[src/rtl/exec_alu_datapath.sv]
// rtl/exec_alu_datapath.sv - execute-stage ALU with operand-B select, pipelined multiply and PC target adder
module exec_alu_datapath #(
  parameter int WORD_SIZE  = 32,
  parameter int MUL_STAGES = 4
) (
  input  logic                 clk,
  input  logic                 rst,
  input  logic [WORD_SIZE-1:0] src_a,
  input  logic [WORD_SIZE-1:0] write_data,
  input  logic [WORD_SIZE-1:0] imm_ext,
  input  logic                 alu_src,
  input  logic [2:0]           alu_control,
  input  logic [WORD_SIZE-1:0] pc,
  output logic [WORD_SIZE-1:0] alu_result,
  output logic                 zero,
  output logic [WORD_SIZE-1:0] pc_target
);

  logic [WORD_SIZE-1:0] w_src_b;
  logic [WORD_SIZE-1:0] w_mul_lo;
  logic                 w_slt;
  logic                 w_sltu;
  logic [WORD_SIZE-1:0] r_prod [MUL_STAGES];

  assign w_src_b   = alu_src ? imm_ext : write_data;
  assign pc_target = pc + imm_ext;
  assign w_mul_lo  = src_a * w_src_b;
  assign w_slt     = $signed(src_a) < $signed(w_src_b);
  assign w_sltu    = src_a < w_src_b;

  // Product shifts every edge regardless of op; the consumer's stall counter masks stale stages.
  always_ff @(posedge clk or posedge rst) begin
    if (rst) begin
      for (int k = 0; k < MUL_STAGES; k++) begin
        r_prod[k] <= '0;
      end
    end else begin
      r_prod[0] <= w_mul_lo;
      for (int k = 1; k < MUL_STAGES; k++) begin
        r_prod[k] <= r_prod[k-1];
      end
    end
  end

  always_comb begin
    alu_result = '0;
    case (alu_control)
      3'b000:  alu_result = src_a + w_src_b;
      3'b001:  alu_result = src_a - w_src_b;
      3'b010:  alu_result = src_a & w_src_b;
      3'b011:  alu_result = src_a | w_src_b;
      3'b100:  alu_result = r_prod[MUL_STAGES-1];
      3'b101:  alu_result = {{(WORD_SIZE-1){1'b0}}, w_slt};
      3'b110:  alu_result = src_a ^ w_src_b;
      default: alu_result = {{(WORD_SIZE-1){1'b0}}, w_sltu};
    endcase
  end

  assign zero = (alu_result == '0);

endmodule

[config.mk]
export PLATFORM = sky130hd
export DESIGN_NAME = exec_alu_datapath
export DESIGN_NICKNAME = d
export VERILOG_FILES = /design/src/rtl/exec_alu_datapath.sv
export SDC_FILE = /design/constraint.sdc
export NUM_CORES = 2
export LEC_CHECK = 0
export CORE_MARGIN = 2
export CORE_UTILIZATION = 28
export DETAILED_ROUTE_END_ITERATION = 8
export PLACE_DENSITY = 0.5
export SETUP_SLACK_MARGIN = 0.05
export SLEW_MARGIN = 10
export SYNTH_ARGS = -nofsm -noshare
export SYNTH_HDL_FRONTEND = slang
export SYNTH_SLANG_ARGS = --single-unit
[constraint.sdc]
create_clock -name clk -period 7 [get_ports clk]
set_clock_uncertainty 0.05 [all_clocks]
set_input_delay 1.05 -clock clk [delete_from_list [all_inputs] [get_ports clk]]
set_output_delay 1.05 -clock clk [all_outputs]
set_load 0.05 [all_outputs]
==> results.txt <==
Die Span Y -> 307.0 um
Critical Path RT -> 7.30 ns
Input/output buffers -> 198
DP Worst Slack -> -1.291 ns
Hold Vio Cnt, Final -> 0
Avg Cell Area, Syn -> 8.653 um2
IO Pins -> 199
Setup Viol. Count Final -> 15
Site row count -> 111
Failing checks -> setup timing
DP Area -> 33170 um2
Share of flip-flops with an asynchronous set or reset -> 1.000
Detailed-route via count -> 23822
Worst-Margin Slew -> 0.9885 ns
# DRC -> 0
Drt total wl -> 111000 um
DR vias/cell -> 4.937
H-Tree Level Count -> 4
Maxcap violations -> 0
Top reg by flops -> r_prod
Max Clk Rate -> 0.1316 GHz
Part of the Yosys area used for sequential elements -> 0.1246
Pin count of the biggest net entering global routing -> 75
Setup CP Type -> input port to flip-flop
Final Wtd Congestion -> 0.9903
Hpwl dp -> 94660 um
Avg WL per Cell -> 23.00 um
Rel. slew slack -> 0.3397
Nets@finish -> 4420
Crit path time final -> 7.602 ns
Fin Hold WS -> 0.2901 ns
Die width -> 307.0 um
Most frequent CP cell -> fa_1
Synth Register Bits -> 128
Layout cells sized above 1 -> 0.2317
Routed Antenna Nets -> 0
Max reg flops -> 128
CP peak stage delay -> 0.55 ns
Hold_buf cts -> 0
Cell variety after synth -> 91
Post-synth EDFFs -> 0
Antenna violations before repair -> 0
CP arrival -> 7.90 ns
Final WS setup -> -0.6016 ns
Predominant post-synthesis flop cell -> dfrtp_1
Status -> complete, but fails checks
Area leader, netlist -> fa_1
Cell family with most CP delay -> adder cells
Vias in the first global route -> 24531
CP max stage cell -> fa_1
Synthesized area -> 25710 um2
Syn_nets -> 3766
Core ar. -> 91390 um2
TritonCTS Buffers -> 17
CP bufs+invs -> 8
Clock Tree Buf Depth -> 2
CTS tree -> built
Critical path fanouts, max -> 7
CP Launch Type -> input port
Synth area leaders -> fa_1 32%, dfrtp_1 12%, ha_1 12%
Post-synthesis cell count -> 2971
Initial core utilization -> 0.2813
1st-iter DRT viols -> 1848
Slew Limit Fails -> 0
YS warnings -> 0
First-pass GRT wire length -> 162900 um
HP Class -> flip-flop to flip-flop
Fin area -> 34950 um2
Clock Pin Slew Worst Setup and Hold Paths -> 0.07 ns
Reg2reg setup slack -> 6.28 ns
First-pass DRT Iterations -> 5
Area grow syn2layout -> 35.97%
CP endpoint kind -> flip-flop
Full die area -> 94250 um2
RSZ-0062 raised after global routing -> true
Root Driver -> clkbuf_16
Total track usage -> 0.2358
Synth top area share -> 0.3201
Setup TNS -> -5.588 ns
Congestion Overflow GR -> 0
Largest regs -> r_prod x128
Clock sink total -> 128
Tcrit/Tclk final -> 1.086
Latest clock arrival within the worst-skew pair -> 0.42 ns
[logic make-up after synthesis]
kind of cell | count (synthesis) | synth area share
xor+xnor | 122 | 0.04157
fa+ha+maj | 661 | 0.4417
flops | 128 | 0.1246
compound gates | 465 | 0.1197
mux | 64 | 0.02594
simple gates | 895 | 0.1486
buf+inv | 636 | 0.09788
[Yosys cell counts, drive strengths merged (5+ instances only)]
cell type,instances
xor2,12
nand3,34
nand2,309
nor3,30
a21oi,129
mux2i,46
a31oi,18
clkbuf,83
ha,250
o2111ai,5
and3,10
nand4,5
nor2,407
buf,36
mux2,18
nor2b,15
o21a,19
xnor2,110
dfrtp,128
nand2b,20
a21o,41
o211ai,12
o21ai,92
a211o,10
a2111oi,6
a22oi,6
o311ai,5
o31ai,19
o21bai,15
and2,8
fa,411
a221oi,9
or2,9
clkinv,23
o221ai,7
o22ai,8
inv,494
nor4,14
or4,6
a211oi,24
or3,8
[what timing repair did]
| action | 4_1_cts | 5_1_grt |
|---|---|---|
| setup endpoints to repair | 16 | 16 |
| buffers inserted | 28 | 16 |
| pin swaps | 68 | 51 |
| gates cloned | 3 | 0 |
| gates resized for setup | 168 | 75 |
[cell type report]
class                           instances  area (um2)
Clock inverter                         15       163.9
Multi-Input combinational cell       2207       20880
Tap cell                             1186        1484
Clock buffer                           17       425.4
Inverter                              517        1984
Fill cell                            9378       56430
Timing Repair Buffer                  754        6810
Antenna cell                            1       2.502
Sequential cell                       128        3203
[layer usage]
layer | track usage | share of wire
met1 | 0.3157 | 0.42
met2 | 0.3863 | 0.46
met3 | 0.03480 | 0.073
met4 | 0.08610 | 0.045
met5 | 0 | 0
[stage by stage]
step | std cells | utilization
after floorplan | 2971 | -
after global placement | 4754 | 0.3629
after detailed placement | 4754 | 0.3629
after CTS | 4814 | 0.3787
after global routing | 4824 | 0.3825
final | 4825 | 0.3825
[cell usage in the layout, fill, tap and decap left out, drive strengths merged, types with 9 or more instances in the layout]
cell type	Yosys	layout
a211o	10	10
a211oi	24	24
a21o	41	41
a21oi	129	129
a221oi	9	9
a31oi	18	18
and3	10	10
buf	36	590
clkbuf	83	17
clkdlybuf4s50	0	133
clkinv	23	24
dfrtp	128	128
dlygate4sd2	0	29
fa	411	411
ha	250	250
inv	494	504
mux2	18	18
mux2i	46	46
nand2	309	309
nand2b	20	20
nand3	34	34
nor2	407	407
nor2b	15	15
nor3	30	30
nor4	14	14
o211ai	12	12
o21a	19	19
o21ai	92	92
o21bai	15	15
o31ai	19	19
or2	9	9
xnor2	110	110
xor2	12	12
[path summary, 6_finish.rpt]
kind / from / end / cells after the start
min in group asynchronous: rst / r_prod[95] / 2
setup reg to reg: r_prod[124] / r_prod[92] / 0
max in group asynchronous: rst / r_prod[115] / 3
hold reg to reg: r_prod[103] / r_prod[71] / 0
hold / removal: r_prod[103] / r_prod[71] / 0
setup / recovery: alu_src / r_prod[123] / 29
Power is not shown: default switching activity piles up to over one toggle a cycle in this logic, so the estimate is an artifact.
